**config.mk**
```make
export PLATFORM = sky130hd
export DESIGN_NAME = decode_stage
export DESIGN_NICKNAME = d
export VERILOG_FILES = /design/src/rtl/decode_stage.sv
export SDC_FILE = /design/constraint.sdc
export NUM_CORES = 1
export LEC_CHECK = 0
export BUFFER_PORTS_ARGS = -buffer_cell sky130_fd_sc_hd__buf_2
export CAP_MARGIN = 40
export CORE_MARGIN = 3
export CORE_UTILIZATION = 45
export CTS_BUF_LIST = sky130_fd_sc_hd__clkbuf_2 sky130_fd_sc_hd__clkbuf_4 sky130_fd_sc_hd__clkbuf_8
export DETAILED_ROUTE_END_ITERATION = 16
export PLACE_DENSITY = 0.75
export SLEW_MARGIN = 0
export SYNTH_ARGS = -nofsm -noshare
export SYNTH_HDL_FRONTEND = slang
export SYNTH_SLANG_ARGS = --single-unit
```
**constraint.sdc**
```tcl
create_clock -name clk -period 2.8 [get_ports clk]
set_clock_uncertainty 0.05 [all_clocks]
set_input_delay 0.14 -clock clk [delete_from_list [all_inputs] [get_ports clk]]
set_output_delay 0.14 -clock clk [all_outputs]
set_load 0.1 [all_outputs]
```
**src/rtl/decode_stage.sv**
```systemverilog
// MIPS-32 decode pipeline stage: field split, format classification,
// immediate extension, destination/read-usage decode, load-use bubble insertion.
module decode_stage #(
  parameter int unsigned XLEN  = 32,
  parameter int unsigned PC_W  = 32,
  parameter int unsigned CNT_W = 16
) (
  input  logic             clk,
  input  logic             rst,
  input  logic             in_valid,
  output logic             in_ready,
  input  logic [31:0]      in_instr,
  input  logic [PC_W-1:0]  in_pc,
  input  logic             flush,
  output logic             out_valid,
  input  logic             out_ready,
  output logic [PC_W-1:0]  out_pc,
  output logic [5:0]       opcode,
  output logic [4:0]       rs,
  output logic [4:0]       rt,
  output logic [4:0]       rd,
  output logic [4:0]       shamt,
  output logic [5:0]       funct,
  output logic [25:0]      jaddr,
  output logic [XLEN-1:0]  imm_ext,
  output logic [1:0]       fmt,
  output logic [4:0]       dest,
  output logic             reg_write,
  output logic             is_load,
  output logic [CNT_W-1:0] bubble_count
);

  localparam logic [1:0] FMT_R = 2'd0;
  localparam logic [1:0] FMT_I = 2'd1;
  localparam logic [1:0] FMT_J = 2'd2;

  localparam logic [5:0] OP_RTYPE = 6'h00;
  localparam logic [5:0] OP_J     = 6'h02;
  localparam logic [5:0] OP_JAL   = 6'h03;
  localparam logic [5:0] OP_BEQ   = 6'h04;
  localparam logic [5:0] OP_BNE   = 6'h05;
  localparam logic [5:0] OP_ANDI  = 6'h0C;
  localparam logic [5:0] OP_ORI   = 6'h0D;
  localparam logic [5:0] OP_XORI  = 6'h0E;
  localparam logic [5:0] OP_LUI   = 6'h0F;

  logic [5:0]      d_op;
  logic [4:0]      d_rs;
  logic [4:0]      d_rt;
  logic [4:0]      d_rd;
  logic [1:0]      d_fmt;
  logic [XLEN-1:0] d_imm;
  logic [4:0]      d_dest;
  logic            d_store;
  logic            d_branch;
  logic            d_load;
  logic            d_reads_rs;
  logic            d_reads_rt;
  logic            hazard;
  logic            accept;
  logic            bump;

  // Decode the incoming instruction word.
  always_comb begin
    d_op       = in_instr[31:26];
    d_rs       = in_instr[25:21];
    d_rt       = in_instr[20:16];
    d_rd       = in_instr[15:11];
    d_fmt      = FMT_I;
    d_imm      = XLEN'($signed(in_instr[15:0]));
    d_dest     = 5'd0;
    d_store    = d_op inside {6'h28, 6'h29, 6'h2B};
    d_branch   = (d_op == 6'h01) || (d_op inside {[6'h04:6'h07]});
    d_load     = d_op inside {6'h20, 6'h21, 6'h23, 6'h24, 6'h25};
    d_reads_rs = 1'b0;
    d_reads_rt = 1'b0;

    if (d_op == OP_RTYPE) begin
      d_fmt = FMT_R;
    end else if ((d_op == OP_J) || (d_op == OP_JAL)) begin
      d_fmt = FMT_J;
    end

    case (d_op)
      OP_ANDI, OP_ORI, OP_XORI: d_imm = XLEN'(in_instr[15:0]);
      OP_LUI:                   d_imm = XLEN'($signed({in_instr[15:0], 16'h0000}));
      OP_J, OP_JAL:             d_imm = '0;
      default:                  d_imm = XLEN'($signed(in_instr[15:0]));
    endcase

    case (d_fmt)
      FMT_R: begin
        d_dest     = d_rd;
        d_reads_rs = 1'b1;
        d_reads_rt = 1'b1;
      end
      FMT_J: begin
        d_dest = (d_op == OP_JAL) ? 5'd31 : 5'd0;
      end
      default: begin
        d_dest     = (d_store || d_branch) ? 5'd0 : d_rt;
        d_reads_rs = 1'b1;
        d_reads_rt = d_store || (d_op == OP_BEQ) || (d_op == OP_BNE);
      end
    endcase
  end

  // Load-use hazard against the held instruction, and the handshake it gates.
  always_comb begin
    hazard = out_valid && is_load && reg_write &&
             ((d_reads_rs && (d_rs == dest)) || (d_reads_rt && (d_rt == dest)));
    in_ready = !flush && !hazard && (!out_valid || out_ready);
    accept   = in_valid && in_ready;
    bump     = in_valid && hazard && out_ready && !flush;
  end

  // Output register: load on accept, clear valid on drain or flush, else hold.
  always_ff @(posedge clk) begin
    if (rst) begin
      out_valid <= 1'b0;
      out_pc    <= '0;
      opcode    <= '0;
      rs        <= '0;
      rt        <= '0;
      rd        <= '0;
      shamt     <= '0;
      funct     <= '0;
      jaddr     <= '0;
      imm_ext   <= '0;
      fmt       <= FMT_R;
      dest      <= '0;
      reg_write <= 1'b0;
      is_load   <= 1'b0;
    end else if (accept) begin
      out_valid <= 1'b1;
      out_pc    <= in_pc;
      opcode    <= d_op;
      rs        <= d_rs;
      rt        <= d_rt;
      rd        <= d_rd;
      shamt     <= in_instr[10:6];
      funct     <= in_instr[5:0];
      jaddr     <= in_instr[25:0];
      imm_ext   <= d_imm;
      fmt       <= d_fmt;
      dest      <= d_dest;
      reg_write <= (d_dest != 5'd0);
      is_load   <= d_load;
    end else if (flush || out_ready) begin
      out_valid <= 1'b0;
    end
  end

  // Saturating count of inserted bubbles.
  always_ff @(posedge clk) begin
    if (rst) begin
      bubble_count <= '0;
    end else if (bump && (bubble_count != {CNT_W{1'b1}})) begin
      bubble_count <= bubble_count + CNT_W'(1);
    end
  end

endmodule

```
==> results of run 1 <==
-- kinds of logic after synthesis --
| logic type | share of synthesized area |
|---|---|
| simple gates | 0.1988 |
| compound gates | 0.2504 |
| mux | 0.004057 |
| buf+inv | 0.08880 |
| flops | 0.4399 |
| fa+ha+maj | 0.002253 |
| xor+xnor | 0.01578 |
-- layer usage --
metal	vias up	share of wire	global-route usage
li1	2889	-	-
met1	2871	0.40	0.3223
met2	294	0.50	0.4456
met3	34	0.077	0.06684
met4	0	0.024	0.1131
met5	-	0	0
-- flip-flops by register name (all words and copies together), names as in the netlist, 2 cells and up --
register / count
bubble_count: 16
funct: 5
opcode: 6
imm_ext: 32
rt: 4
rs: 5
jaddr: 4
dest: 5
rd: 4
fmt: 2
shamt: 4
out_pc: 32
-- placed cells by master, fill, tap and decap left out, types with 3 or more instances in the layout --
cell type and instances:
nand3_1 73, or3_1 7, xor2_1 3, o21ai_0 84, o21ai_1 5, or4_1 7, o31ai_1 6, a21oi_1 101
a21o_1 4, clkinv_2 3, and2_1 4, nand4_1 24, dfxtp_1 117, bufinv_16 4, a32oi_1 3, nand2b_1 12
nor3_1 6, a211oi_1 5, xnor2_1 7, nand2_1 36, dfxtp_2 5, buf_4 11, nor2_1 8, buf_2 216
and4_1 5, a311oi_1 16, clkbuf_8 22, clkbuf_4 3, nor2b_1 6, a31oi_1 3, a22oi_1 3, dlygate4sd3_1 64
-- power breakdown --
group | total (mW) | switching (mW) | internal [mW]
Clock | 1.79 | 0.672 | 1.12
Sequential | 1.87 | 0.0504 | 1.82
Combinational | 1.22 | 0.969 | 0.253
-- worst paths after layout --
kind	slack, ns	cells after the start	startpoint	to
worst min-delay path	0.04	3	in_instr[27]	opcode[1]
worst min register to register	0.41	2	imm_ext[9]	imm_ext[9]
worst max register to register	0.46	6	bubble_count[0]	bubble_count[15]
worst max-delay path	0.15	9	in_instr[16]	in_ready
-- critical path, cell delays in order --
cell	delay, ns
dlygate4sd3_1	0.55
buf_2	0.16
xnor2_1	0.14
nand4_1	0.17
a2111oi_4	0.43
o21a_2	0.25
buf_12	0.26
nor3_4	0.06
buf_2	0.29
-- final cells by class --
class,instances,area [um^2]
Fill cell,971,4124
Multi-Input combinational cell,459,2648
Sequential cell,122,2449
Timing Repair Buffer,293,1844
Clock buffer,25,325.3
Tap cell,143,178.9
Clock inverter,7,135.1
Inverter,2,7.507
==> flow_summary.yaml, run 1 <==
clocking:
  clk_pin_slew_ns: 0.06
  hold_buffers: 64
  cts_resized: 0
  numCtsBuffers: 17
  cts_tree: "done"
  postCtsSetupRepairBufs: 0
  htreeDepth: 4
  clk_root_buffer_cell: "clkbuf_8"
  worst_skew_pair.late_latency_ns: 0.43
  cts_buffer_depth: 2
  cts_sinks: 122
synth:
  synthTopCellsByCount: "dfxtp_1, a21oi_1, o21ai_0"
  yosys_warnings: 0
  async_reset_ff_frac: 0
  netlist_instances: 677
  synth_top_area_cell: "dfxtp_1"
  syn-num-nets: 747
  seq_area_frac_synth: 0.4399
  synth.most_common_cell: "dfxtp_1"
  ys_seq_elements: 122
  synth-edff-count: 0
  syn_area_um2: 5552
  synthTopCellsByArea: "dfxtp_1, a21oi_1, o21ai_0"
  synth_cell_types: 50
  synth-main-ff-cell: "dfxtp_1"
  syn_avg_cell_area_um2: 8.200
  netlist.area_leader.share: 0.4399
global_route:
  grt.overflow.total: 0
  antenna_found_initial: 0
  grt_max_degree: 70
  grt_pass1_wl_mm: 28.75
  grt_pass1_vias: 5727
  track_usage: 0.2650
routing:
  ant_nets: 0
  vias: 6088
  drcViolationCount: 0
  firstDrtPassIters: 5
  drt_iter0_drc: 638
  drt_wl_total_mm: 18.48
  wire_per_inst_um: 17.58
  routed_via_density: 5.793
power:
  powerDensity_nw_per_um2: 642.7
  total_power_mw: 4.876
  ir_worst_vdd_v: 0.0003997
  p_leak_nw: 3.216
setup_path:
  arrival_ns: 2.46
  start_kind: "input pin"
  crit_required_ns: 2.61
  cp_max_fo: 69
  end_kind: "output pin"
  setup.worst_path.class: "in -> out"
run:
  timing.max_cap.violations: 0
sta:
  setup_ws_ns: 0.1493
  rsz0062_at_grt: "false"
  tightest_slew_ns: 0.7978
  period_share: 0.9467
  setup_viol: 0
  drv_slew: 0
  final_hold_viol_count: 0
  whs_ns: 0.03641
  relSlewSlack: 0.4675
  finalCriticalPeriod_ns: 2.651
  setup_tns_ns: 0
  maxClockFrequency_mhz: 377.3
floorplan:
  die_w_um: 117.1
  coreArea_um2: 11710
  io-pin-count: 218
  die_h_um: 117.1
  row_count: 39
  die-area_um2: 13710
  start_util: 0.4740
place:
  globalplace.congestion: 0.8420
  post-dp-hpwl_mm: 12.10
  place_inst: 955
  io_buffers: 217
  dpl-instance-area_um2: 6486
  post-place-ws_ns: 0.2349
cells_and_area:
  fin_cells: 1051
  post-route-util: 0.6479
  insertedDiodeCount: 0
  design_area_um2: 7587
  final_nets: 965
  synthToLayoutAreaGrowth_pct: 36.67
  drive_gt1_frac: 0.3117
run_status:
  outcome: "finished, final reports clean"
hold_path:
  hold_class: "in -> reg"
Power figures use the tool's default switching activity.
==> run 2, diff against run 1 <==
REMOVE_ABC_BUFFERS = 1   (was default)
==> flow_summary.yaml, run 2 (synthesized netlist as in run 1, its figures left out) <==
setup_path:
  crit_family: "compound AO/OA/AOI/OAI gates"
  timing.rr.end: "imm_ext[30]"
  r2r_start: "dest[4]"
  start_kind: "flip-flop"
  timing.critical_path.buf_inv: 1
  cpPeakStageDelay_ns: 0.45
  crit_required_ns: 2.61
  reg2regPathDepth: 7
  end_kind: "output pin"
  reg2reg_slack_ns: 0.38
  setup.worst_path.class: "reg -> out"
  arrival_ns: 2.43
  cp_cell_sequence: "xnor2_1, nand4_1, a2111oi_4, o21a_2, nor3_1, buf_2"
  cp_max_fo: 11
  crit_slowest_cell: "a2111oi_4"
global_route:
  track_usage: 0.2614
  antenna_found_initial: 0
  grt.overflow.total: 0
  grt_max_degree: 68
  grt_pass1_vias: 5606
  grt_pass1_wl_mm: 28.39
routing:
  firstDrtPassIters: 5
  ant_nets: 0
  drt_iter0_drc: 436
  wire_per_inst_um: 17.41
  drt_wl_total_mm: 18.34
  vias: 6172
  routed_via_density: 5.861
  drcViolationCount: 0
floorplan:
  row_count: 39
  start_util: 0.4740
  die_h_um: 117.1
  io-pin-count: 218
  die-area_um2: 13710
  die_w_um: 117.1
  coreArea_um2: 11710
power:
  p_leak_nw: 3.173
  powerDensity_nw_per_um2: 608.2
  ir_worst_vdd_v: 0.0004267
sta:
  final_hold_viol_count: 0
  whs_ns: 0.02734
  maxClockFrequency_mhz: 381.8
  drv_slew: 0
  rsz0062_at_grt: "false"
  tightest_slew_ns: 0.6473
  finalCriticalPeriod_ns: 2.619
  period_share: 0.9354
  setup_ws_ns: 0.1808
  relSlewSlack: 0.5685
  setup_viol: 0
place:
  post-dp-hpwl_mm: 11.62
  globalplace.congestion: 0.8496
  place_inst: 957
  post-place-ws_ns: 0.2230
  io_buffers: 217
  dpl-instance-area_um2: 6484
cells_and_area:
  synthToLayoutAreaGrowth_pct: 35.09
  post-route-util: 0.6404
  drive_gt1_frac: 0.3069
  layout_commonest_cell: "buf_2"
  reg.largest.list: "imm_ext (32), out_pc (32), bubble_count (16)"
  design_area_um2: 7500
  final_nets: 967
  mostFrequentLayoutCells: "buf_2, dfxtp_1, a21oi_1"
  fin_cells: 1053
hold_path:
  hold_class: "in -> reg"
  hold_path_depth: 3
  hp-start: "in_instr[30]"
  whs_endpoint: "opcode[4]"
clocking:
  postCtsSetupRepairBufs: 0
  cts_sinks: 122
  worst_skew_pair.late_latency_ns: 0.43
  htreeDepth: 4
  numCtsBuffers: 17
  cts_tree: "done"
  clk_root_buffer_cell: "clkbuf_8"
  cts_buffer_depth: 2
  clk_pin_slew_ns: 0.07
run:
  timing.max_cap.violations: 0
run_status:
  outcome: "finished, final reports clean"
==> run 2: changes by cell type in the layout (fill, tap and decap cells not counted), sizes merged <==
cell      change
bufinv        -3
buf           +2
clkbuf        -2
clkinv        +2
clkinvlp      +2
diode         +1
==> run 2: worst max path at each step <==
stage,start,end,cells past startpoint
6_report,dest[4],in_ready,6
5_1_grt,dest[4],in_ready,6
4_1_cts,dest[0],in_ready,6
3_5_place_dp,in_instr[27],imm_ext[18],7
3_3_place_gp,in_instr[27],imm_ext[24],7
2_1_floorplan,dest[3],fmt[1],6
==> run 2: layout make-up <==
type                       count  area [um^2]
tap                          143        178.9
multi-input combinational    459         2641
inverter                       2        7.507
antenna                        1        2.502
fill                         988         4212
clock buffer                  23        297.8
timing repair buffer         295         1859
sequential                   122         2442
clock inverter                 8        70.07
==> run 2: tightest hold or removal path, stage by stage <==
cell	delay (ns)
buf_2	0.17
nand3_1	0.09
a21oi_1	0.06
==> run 2: timing repair <==
item	4_1_cts	5_1_grt
resized for setup	0	1
hold buffers	64	0
setup endpoints to repair	0	1
hold endpoints to repair	94	0
==> run 2: stage by stage <==
step	power [mW]	setup TNS (ns)
floorplan	2.775	-157.09
global placement	3.030	0
detailed placement	3.046	0
CTS	4.577	0
global route	4.728	0
finish	4.561	0
==> run 2: power by group <==
group,internal (mW),total [mW],switching [mW]
Sequential,1.81,1.86,0.0488
Clock,0.788,1.47,0.686
Combinational,0.254,1.22,0.969
Total,2.86,4.56,1.70
==> run 2: layer usage <==
layer / global-route usage / wire length, um / vias up / part of all wire
met5: 0 / 0 / - / 0
met4: 0.08180 / 325 / 0 / 0.018
met3: 0.08123 / 1404 / 33 / 0.077
met2: 0.4361 / 9052 / 277 / 0.49
met1: 0.3240 / 7554 / 2966 / 0.41
li1: - / - / 2896 / -
==> run 3, diff against run 2 <==
HOLD_SLACK_MARGIN = 0.03   (was default)
PLACE_DENSITY = 0.76   (was 0.75)
SLEW_MARGIN = 20   (was 0)
==> flow_summary.yaml, run 3 (synthesized netlist as in run 1, its figures left out) <==
clocking:
  worst_skew_pair.late_latency_ns: 0.43
  postCtsSetupRepairBufs: 0
  clk_pin_slew_ns: 0.07
  numCtsBuffers: 17
  cts_sinks: 122
  cts_buffer_depth: 2
  clk_root_buffer_cell: "clkbuf_8"
  htreeDepth: 4
  cts_tree: "done"
sta:
  period_share: 0.9507
  rsz0062_at_grt: "false"
  drv_slew: 0
  setup_tns_ns: 0
  setup_ws_ns: 0.1380
  relSlewSlack: 0.5248
  maxClockFrequency_mhz: 375.7
  finalCriticalPeriod_ns: 2.662
  whs_ns: 0.06570
  final_hold_viol_count: 0
  setup_viol: 0
  tightest_slew_ns: 0.7101
routing:
  ant_nets: 0
  drt_iter0_drc: 556
  wire_per_inst_um: 17.16
  drcViolationCount: 0
  routed_via_density: 5.726
  drt_wl_total_mm: 18.07
  firstDrtPassIters: 5
  vias: 6030
floorplan:
  io-pin-count: 218
  start_util: 0.4740
  coreArea_um2: 11710
  die_w_um: 117.1
  row_count: 39
  die_h_um: 117.1
  die-area_um2: 13710
run_status:
  outcome: "finished, final reports clean"
global_route:
  track_usage: 0.2601
  grt_pass1_vias: 5577
  met1_usage: 0.3387
  antenna_found_initial: 0
  use_met2: 0.4168
  grt_max_degree: 77
  grt_pass1_wl_mm: 28.19
  grt.overflow.total: 0
  busiest_layer: "met2"
  grt_use_met3: 0.07712
cells_and_area:
  drive_gt1_frac: 0.3055
  layout_commonest_cell: "buf_2"
  multiInputGateArea_um2: 2641
  fillers: 1017
  mostFrequentLayoutCells: "buf_2, dfxtp_1, a21oi_1"
  synthToLayoutAreaGrowth_pct: 35.56
  reg.largest.list: "imm_ext (32), out_pc (32), bubble_count (16)"
  final_nets: 970
  register_area_um2: 2442
  insertedDiodeCount: 0
  design_area_um2: 7526
place:
  dpl-instance-area_um2: 6491
  io_buffers: 217
  post-dp-hpwl_mm: 11.11
  post-place-ws_ns: 0.3048
  globalplace.congestion: 0.8363
setup_path:
  arrival_ns: 2.47
  start_kind: "flip-flop"
  cp_max_fo: 18
  end_kind: "output pin"
  crit_required_ns: 2.61
  setup.worst_path.class: "reg -> out"
power:
  p_leak_nw: 3.190
  total_power_mw: 4.597
  ir_worst_vdd_v: 0.0003328
  powerDensity_nw_per_um2: 610.8
hold_path:
  hold_class: "in -> reg"
run:
  timing.max_cap.violations: 0
[run 3: cell types whose count changed in the layout (fill, tap and decap cells not counted), sizes merged]
cell	previous run	this run
diode	1	0
buf	231	232
clkbuf	23	20
dlygate4sd3	64	66
bufinv	1	2
[run 3: what timing repair did]
action,CTS,global route
endpoints found under the setup margin,0,1
hold buffers,66,0
resized for setup,0,1
endpoints found under the hold margin,97,0
[run 3: final cells by class]
cell class | instances | share of cell area
clock buffers | 20 | 0.03574
clock inverters | 9 | 0.01330
inverters | 2 | 0.0009975
multi-input cells | 459 | 0.3510
flip-flops and latches | 122 | 0.3245
well taps | 143 | 0.02377
repair buffers | 298 | 0.2507
[run 3: path summary, 6_finish.rpt]
| path | from | end | slack (ns) | cells past startpoint |
|---|---|---|---|---|
| worst max-delay path | dest[2] | in_ready | 0.14 | 7 |
| worst min-delay path | rst | bubble_count[13] | 0.07 | 2 |
| worst max register to register | dest[1] | imm_ext[30] | 0.43 | 6 |
| worst min register to register | imm_ext[9] | imm_ext[9] | 0.41 | 2 |
[run 3: metal layers]
layer	vias up	share of wire
met5	-	0
met4	0	0.015
met3	27	0.072
met2	246	0.49
met1	2867	0.43
li1	2890	-
[run 3: per-stage QoR]
step	std cells	util
detailed placement	958	0.5543
finish	1053	0.6426
CTS	1053	0.6422
floorplan	583	-
global route	1053	0.6426
global placement	958	0.5543
[run 3: power by group]
group,leakage [nW],switching [mW],internal (mW)
registers,0.997,0.0474,1.81
logic,2.00,0.967,0.256
clock network,0.189,0.689,0.824
[run 3: critical path, stage by stage, from the launching register on]
cell and delay (ns):
dfxtp_1 0.43, xnor2_1 0.15, nand4_1 0.18, a2111oi_4 0.38, o21a_2 0.26, buf_4 0.26, nor3_1 0.08, buf_2 0.29
